<file path="config.mk">
export PLATFORM = sky130hd
export DESIGN_NAME = io_edge_capture
export DESIGN_NICKNAME = d
export VERILOG_FILES = /design/src/rtl/io_edge_capture.sv
export SDC_FILE = /design/constraint.sdc
export NUM_CORES = 1
export LEC_CHECK = 0
export ABC_AREA = 1
export CAP_MARGIN = 10
export CORE_MARGIN = 2
export CORE_UTILIZATION = 30
export DETAILED_ROUTE_END_ITERATION = 10
export GPL_TIMING_DRIVEN = 0
export SLEW_MARGIN = 20
export SYNTH_ARGS = -nofsm -noshare
export SYNTH_HDL_FRONTEND = slang
export SYNTH_SLANG_ARGS = --single-unit
</file>
<file path="constraint.sdc">
create_clock -name clk -period 9.31 [get_ports clk]
set_clock_uncertainty 0.05 [all_clocks]
set_input_delay 1.862 -clock clk [delete_from_list [all_inputs] [get_ports clk]]
set_output_delay 1.862 -clock clk [all_outputs]
set_load 0.02 [all_outputs]
</file>
<file path="src/rtl/io_edge_capture.sv">
// Synchronises an io bus, detects masked per-bit edges and queues each qualifying
// change as a timestamped {lost, ts, level} event on a valid/ready stream.
module io_edge_capture #(
  parameter int WIDTH       = 1,
  parameter int TS_WIDTH    = 16,
  parameter int FIFO_DEPTH  = 8,
  parameter int SYNC_STAGES = 2
) (
  input  logic                      clk,
  input  logic                      reset,
  input  logic [WIDTH-1:0]          io_in,
  input  logic                      enable,
  input  logic [WIDTH-1:0]          rise_en,
  input  logic [WIDTH-1:0]          fall_en,
  output logic [WIDTH-1:0]          level,
  output logic                      m_valid,
  input  logic                      m_ready,
  output logic [WIDTH+TS_WIDTH:0]   m_data,
  output logic [15:0]               drop_count
);

  localparam int AW = $clog2(FIFO_DEPTH);
  localparam int DW = WIDTH + TS_WIDTH + 1;

  logic [WIDTH-1:0]       sync_q [SYNC_STAGES];
  logic [SYNC_STAGES-1:0] fill;
  logic                   fill_done;
  logic [WIDTH-1:0]       prev;
  logic                   primed;
  logic [TS_WIDTH-1:0]    ts;
  logic                   lost;
  logic [DW-1:0]          mem [FIFO_DEPTH];
  logic [AW:0]            wr_ptr;
  logic [AW:0]            rd_ptr;
  logic                   empty;
  logic                   full;
  logic                   hit;
  logic                   pop;
  logic                   push;
  logic                   drop;
  logic [WIDTH-1:0]       rise;
  logic [WIDTH-1:0]       fall;

  always_ff @(posedge clk) begin
    if (reset) begin
      for (int i = 0; i < SYNC_STAGES; i++) sync_q[i] <= '0;
      fill <= '0;
    end else begin
      sync_q[0] <= io_in;
      for (int i = 1; i < SYNC_STAGES; i++) sync_q[i] <= sync_q[i-1];
      fill <= {fill[SYNC_STAGES-2:0], 1'b1};
    end
  end

  assign level     = sync_q[SYNC_STAGES-1];
  // level only reflects a real io sample once the whole chain has been refilled
  // after reset; priming before that would compare against the reset zeros.
  assign fill_done = fill[SYNC_STAGES-1];

  always_ff @(posedge clk) begin
    if (reset) begin
      prev   <= '0;
      primed <= 1'b0;
      ts     <= '0;
    end else if (enable) begin
      prev   <= level;
      primed <= fill_done;
      ts     <= ts + TS_WIDTH'(1);
    end else begin
      primed <= 1'b0;
      ts     <= '0;
    end
  end

  assign rise  = level & ~prev;
  assign fall  = ~level & prev;
  assign hit   = enable & primed & (|((rise & rise_en) | (fall & fall_en)));

  assign empty = (wr_ptr == rd_ptr);
  assign full  = (wr_ptr[AW] != rd_ptr[AW]) && (wr_ptr[AW-1:0] == rd_ptr[AW-1:0]);
  assign pop   = ~empty & m_ready;
  assign push  = hit & (~full | pop);
  assign drop  = hit & full & ~pop;

  // On a full FIFO with a same-cycle pop the write lands in the slot being vacated.
  always_ff @(posedge clk) begin
    if (push) mem[wr_ptr[AW-1:0]] <= {lost, ts, level};
  end

  always_ff @(posedge clk) begin
    if (reset) begin
      wr_ptr     <= '0;
      rd_ptr     <= '0;
      lost       <= 1'b0;
      drop_count <= '0;
    end else begin
      if (push) wr_ptr <= wr_ptr + (AW+1)'(1);
      if (pop)  rd_ptr <= rd_ptr + (AW+1)'(1);
      if (push) begin
        lost <= 1'b0;
      end else if (drop) begin
        lost <= 1'b1;
        if (drop_count != 16'hFFFF) drop_count <= drop_count + 16'd1;
      end
    end
  end

  assign m_valid = ~empty;
  assign m_data  = empty ? '0 : mem[rd_ptr[AW-1:0]];

endmodule

</file>
==> flow_summary.toml, run 1 <==
[placed_design]
port_buffers = 41
placed_area_um2 = 9064
number_of_cells_in_the_design_after_placement = 1164
hpwlAfterDp_mm = 12.96
gp_congestion = 0.8164

[yosys]
synthesis.area_um2 = 8107
synth_simple_gate_area_share_pct = 16.42
synth_seq_cells = 194
yosysTopAreaCell = "sky130_fd_sc_hd__edfxtp_1"
ys_top_cells_by_area = "sky130_fd_sc_hd__edfxtp_1 53%, sky130_fd_sc_hd__dfxtp_1 12%, sky130_fd_sc_hd__nor2_1 7.0%, sky130_fd_sc_hd__o21ai_0 6.4%, sky130_fd_sc_hd__nand2_1 3.9%"
syn-mean-instance-area_um2 = 10.49
synth-warning-count = 0
synth-xor-area-share_pct = 1.296
synth_top_family_by_area = "simple AND/OR/NAND/NOR gates"
synthesis.instances = 773
synth.lib_cells_used.distinct = 36
post_synthesis_compound_gate_area_fraction_pct = 12.04
muxShareOfSynthArea_pct = 0
syn-num-nets = 784
post-synth-top-area-fraction_pct = 53.34
seq_area_frac_synth_pct = 65.69
yosys.area_share.adder_pct = 0.6174

[sta]
max_clock_freq_ghz = 0.1997
timing.max_slew.rel_slack_pct = 55.02
setup_viol_count_final = 0
final_hold_violation_count = 0
finalCritPeriodShare_pct = 53.80
finalMaxSlewViolations = 0
setup_total_negative_slack_ps = 0
post-route-min-period_ps = 5008
rsz0062_at_grt = "no"
worstMarginPinSlew_ps = 673.9

[die]
die_height_um = 168.4
core-area_um2 = 26730
ioPinCount = 43
dieArea_um2 = 28350
die_width_um = 168.4
number_of_cell_rows = 60
start_util_pct = 30.33

[run_status]
status = "finished clean"

[worst_setup_path]
critical_path_class = "flip-flop to output pin"
worstPathRequired_ps = 7400
startpoint_type = "flip-flop"
cp_max_fanout = 10
data_arrival_time_of_the_worst_path_ps = 3100
end_kind = "output pin"

[cells_and_area]
stdcell_area_um2 = 9694
drive_gt1_share_pct = 10.18
layout_filler_cell_count = 2627
fin_nets = 853
post_layout_nonfiller_instances = 1196
layout-area-overhead-vs-synth_pct = 19.59
n_antenna_cell = 0
post_route_utilization_pct = 36.27

[grt]
grt_first_pass_wirelength_mm = 29.83
antenna_found_initial = 0
grt.overflow.total = 0
grt_max_degree = 21
grt_pass1_vias = 5532
grtUsageTotal_pct = 13.53

[clock_network]
number_of_sinks_handled_by_clock_tree_synthesis = 194
clock_tree.root_cell = "sky130_fd_sc_hd__clkbuf_16"
cts_tree = "done"
cts_max_path_buffers = 2
htreeDepth = 4
cts_resized = 0
clock_transition_at_the_registers_of_the_reported_paths_ps = 70
cts.hold.buffers_added = 0
cts_buffers = 17
insertion_delay_ps = 430
post_cts_buffers = 0

[route]
first_iter_violations = 387
vias = 5731
drc = 0
detailed_route_wire_length_mm = 18.60
avgViaCountPerCell = 4.792
drt-pass1-iter-count = 5
antenna_violating_nets_post_route = 0
route.detailed.wl_per_inst_um = 15.55

[pwr]
static-leakage-power_nw = 3.087
ir_worst_vdd_mv = 0.1454
p_per_area_nw_per_um2 = 194.3

[hold_path]
worstHoldPathType = "flip-flop to flip-flop"

[run]
drv.max_cap_violation_count = 0
==> logic make-up (layout without fill, tap and decap cells) <==
family,Yosys count,after routing
XOR/XNOR,12,12
AO/OA/AOI/OAI,178,178
flip-flops,194,194
adder cells (fa/ha/maj),4,4
AND/OR/NAND/NOR,306,306
buffers and inverters,79,161
==> per-stage QoR <==
| stage | total power, mW | worst slack, ps | hold slack (ps) |
|---|---|---|---|
| detailed placement | 1.139 | 4621 | 345.4 |
| finish | 1.883 | 4302 | 352.9 |
| global placement | 1.138 | 3318 | 343.4 |
| CTS | 1.898 | 4304 | 354.5 |
| global route | 1.953 | 4143 | 387.3 |
| floorplan | 1.057 | 4987 | 338.3 |
==> cells in the final DEF (no fill, tap or decap), drive strengths merged <==
master	n
ha	4
nand3b	3
inv	50
o21a	1
bufinv	2
o21ai	105
clkdlybuf4s50	41
nor2	155
nand3	30
xnor2	4
clkinvlp	1
or3	1
nand2	96
a21oi	36
o22ai	18
or2	2
nand4	7
clkbuf	42
nor3b	1
nor3	11
dfxtp	50
buf	18
xor2	8
clkinv	7
a31oi	18
edfxtp	144
==> Yosys cell counts, drive strengths merged <==
cell type  count
a21oi         36
a31oi         18
buf            9
clkbuf        25
clkinv         3
dfxtp         50
edfxtp       144
ha             4
inv           42
nand2         96
nand3         30
nand3b         3
nand4          7
nor2         155
nor3          11
nor3b          1
o21a           1
o21ai        105
o22ai         18
or2            2
or3            1
xnor2          4
xor2           8
==> report_power, final <==
part / switching, mW / internal (mW)
combinational: 0.129 / 0.0650
clock: 0.350 / 0.414
sequential: 0.00403 / 0.921
==> metal layers <==
layer | track usage [%] | vias up | routed length (um)
li1 | - | 2843 | -
met1 | 17.43 | 2742 | 8418
met2 | 22.90 | 128 | 9146
met3 | 2.586 | 18 | 704
met4 | 4.535 | 0 | 331
met5 | 0 | - | 0
==> sequential cells by signal, summed over array words and instances (netlist names), named ones only <==
signal / cells
drop_count: 16
fill: 2
lost: 1
mem: 144
prev: 1
primed: 1
rd_ptr: 4
sync_q: 2
ts: 16
wr_ptr: 4
==> final timing paths <==
| kind | slack (ps) | end | cells after the start | start |
|---|---|---|---|---|
| worst max register to register | 6320 | mem[6][12] | 10 | sync_q[0][1] |
| worst min register to register | 350 | sync_q[0][1] | 2 | sync_q[0][0] |
| worst min-delay path | 350 | sync_q[0][1] | 2 | sync_q[0][0] |
| worst max-delay path | 4300 | m_data[3] | 8 | flip-flop |
==> critical path, stage by stage, from the launching register on <==
cell,delay [ps]
sky130_fd_sc_hd__dfxtp_1,300
sky130_fd_sc_hd__buf_2,200
sky130_fd_sc_hd__clkinv_1,220
sky130_fd_sc_hd__clkbuf_1,440
sky130_fd_sc_hd__nor2_1,80
sky130_fd_sc_hd__o22ai_1,270
sky130_fd_sc_hd__o21ai_0,120
sky130_fd_sc_hd__a31oi_1,350
sky130_fd_sc_hd__clkdlybuf4s50_1,680
==> layout make-up <==
cell class	count	area, um2	area share, %
flip-flops and latches	194	5325	54.93
multi-input cells	500	2485	25.63
repair buffers	50	508.0	5.240
well taps	341	426.7	4.401
clock buffers	17	425.4	4.388
clock inverters	15	205.2	2.117
inverters	45	168.9	1.742
plain buffers	34	150.1	1.549
No activity file was read; power rests on OpenSTA's default activity.
==> run 2: changes to the inputs <==
==> constraint.sdc (replaced) <==
create_clock -name clk -period 4.6 [get_ports clk]
set_clock_uncertainty 0.05 [all_clocks]
set_input_delay 0.92 -clock clk [delete_from_list [all_inputs] [get_ports clk]]
set_output_delay 0.92 -clock clk [all_outputs]
set_load 0.02 [all_outputs]
==> results of run 2 <==
The final DEF is identical to that of run 1. Status: finished clean.
Among the figures that moved: setup slack after placement 4621 ps -> 852.7 ps; setup slack after layout 4302 ps -> 533.6 ps; register-to-register setup slack 6320 ps -> 1610 ps; total power 1.883 mW -> 3.815 mW; worst IR drop on VDD 0.1454 mV -> 0.2943 mV
==> run 3: changes to the inputs <==
--- a/config.mk
+++ b/config.mk
@@ -11,7 +11,7 @@
 export CORE_UTILIZATION = 30
 export DETAILED_ROUTE_END_ITERATION = 10
 export GPL_TIMING_DRIVEN = 0
-export SLEW_MARGIN = 20
+export SLEW_MARGIN = 25
 export SYNTH_ARGS = -nofsm -noshare
 export SYNTH_HDL_FRONTEND = slang
 export SYNTH_SLANG_ARGS = --single-unit
==> run 3 against run 2 <==
- clock-buffer cell count stayed put
- maximum frequency down 1.0%
- via count barely moved
- critical path type unchanged
- largest power group unchanged
==> flow_summary.toml, run 3 (synthesis gave the netlist of run 1 again) <==
[sta]
timing.max_slew.rel_slack_pct = 57.07
finalCritPeriodShare_pct = 89.32
post-route-min-period_ps = 4109
max_clock_freq_ghz = 0.2434
worstMarginPinSlew_ps = 640.5
finalMaxSlewViolations = 0
worst_slack_ps = 491.5
finalHoldWorstSlack_ps = 359.0
setup_viol_count_final = 0
final_hold_violation_count = 0
rsz0062_at_grt = "no"

[clock_network]
cts_max_path_buffers = 2
clock_transition_at_the_registers_of_the_reported_paths_ps = 70
number_of_sinks_handled_by_clock_tree_synthesis = 194
cts_buffers = 17
post_cts_buffers = 0
htreeDepth = 4
clock_tree.root_cell = "sky130_fd_sc_hd__clkbuf_16"
cts.hold.buffers_added = 0
cts_tree = "done"
insertion_delay_ps = 430
cts_resized = 0

[grt]
grt.overflow.total = 0
grt_max_degree = 21
grt_first_pass_wirelength_mm = 29.80
grtUsageTotal_pct = 13.54
globalRouteMet3Util_pct = 2.468
globalRoute.busiestLayer = "met2"
antenna_found_initial = 0
grt_use_met1_pct = 17.48
grtUsageMet2_pct = 22.94
grt_pass1_vias = 5569

[worst_setup_path]
critical_path_class = "flip-flop to output pin"
path_cells = "buf_2 > clkinv_1 > clkbuf_1 > nor2_1 > o22ai_1 > o21ai_0 > a31oi_1 > clkdlybuf4s50_1"
data_arrival_time_of_the_worst_path_ps = 3140
critical_path.max_stage_delay_ps = 680
worstPathRequired_ps = 3630
end_kind = "output pin"
worst_path_slowest_cell = "sky130_fd_sc_hd__clkdlybuf4s50_1"
critical_path.n_buffers_inverters = 4
critPathTopFamily = "buffers and inverters"
cp_max_fanout = 10
startpoint_type = "flip-flop"

[die]
number_of_cell_rows = 60
core-area_um2 = 26730
die_width_um = 168.4
ioPinCount = 43
start_util_pct = 30.33
die_height_um = 168.4
dieArea_um2 = 28350

[cells_and_area]
layout.cells.most_common_list = "145 x sky130_fd_sc_hd__nor2_1, 144 x sky130_fd_sc_hd__edfxtp_1, 104 x sky130_fd_sc_hd__o21ai_0"
n_antenna_cell = 0
layout.cells.most_common = "sky130_fd_sc_hd__nor2_1"
drive_gt1_share_pct = 9.965
fin_nets = 851
layout-area-overhead-vs-synth_pct = 19.17
largest_register_ffs = 144

[pwr]
p_per_area_nw_per_um2 = 389.3
power.net_switching_mw = 0.9818
static-leakage-power_nw = 3.071
ir_worst_vdd_mv = 0.2848
power.clock.fraction_pct = 39.7
intPower_mw = 2.779
pwr-share-comb_pct = 10.6
power_frac_seq_pct = 49.8
switching_share_pct = 26.11

[placed_design]
hpwlAfterDp_mm = 12.84
port_buffers = 41
gp_congestion = 0.8164
pre_cts_ws_ps = 745.9

[route]
antenna_violating_nets_post_route = 0
detailed_route_wire_length_mm = 18.49
drt-pass1-iter-count = 4
vias = 5730
drc = 0
first_iter_violations = 349
avgViaCountPerCell = 4.799
route.detailed.wl_per_inst_um = 15.48

[hold_path]
worstHoldPathType = "flip-flop to flip-flop"

[run_status]
status = "finished clean"

[run]
drv.max_cap_violation_count = 0
==> run 3: area by class of cell <==
class	instances	area, um2
inverter	45	168.9
timing repair buffer	48	481.7
buffer	34	150.1
tap	341	426.7
clock buffer	17	425.4
sequential	194	5325
multi-input combinational	500	2495
clock inverter	15	187.7
fill	2647	17070
==> run 3: metrics by stage <==
stage | instance area, um2 | total power, mW | instances | setup TNS [ps] | utilization, %
after floorplan | 8107 | 2.140 | 773 | 0 | -
after global placement | 8944 | 2.306 | 1155 | -8071 | 33.46
after detailed placement | 9047 | 2.310 | 1162 | 0 | 33.85
after CTS | 9661 | 3.791 | 1194 | 0 | 36.15
after global routing | 9661 | 3.901 | 1194 | 0 | 36.15
final | 9661 | 3.761 | 1194 | 0 | 36.15
==> run 3: final timing paths <==
check | start | end | slack [ps] | cells past startpoint
max reg2reg | sync_q[0][1] | mem[6][12] | 1560 | 10
min reg2reg | sync_q[0][0] | sync_q[0][1] | 360 | 2
min | sync_q[0][0] | sync_q[0][1] | 360 | 2
max | flip-flop | m_data[3] | 490 | 8
==> run 3: tightest hold or removal path: stages, from the launching register on <==
cell and delay (ps):
sky130_fd_sc_hd__dfxtp_1 300, sky130_fd_sc_hd__inv_1 40, sky130_fd_sc_hd__nor2_1 30
==> run 3: layer usage <==
metal | share of wire [%] | up-vias
met3 | 4.3 | 18
met2 | 48 | 116
met4 | 1.7 | 0
met5 | 0 | -
li1 | - | 2834
met1 | 46 | 2762
==> run 3: power groups by stage <==
stage	Clock (mW)	Sequential (mW)	Combinational (mW)
2_1_floorplan	0	1.91	0.231
3_3_place_gp	0	1.91	0.395
3_5_place_dp	0	1.91	0.398
4_1_cts	1.52	1.87	0.399
5_1_grt	1.60	1.87	0.433
6_report	1.49	1.87	0.397
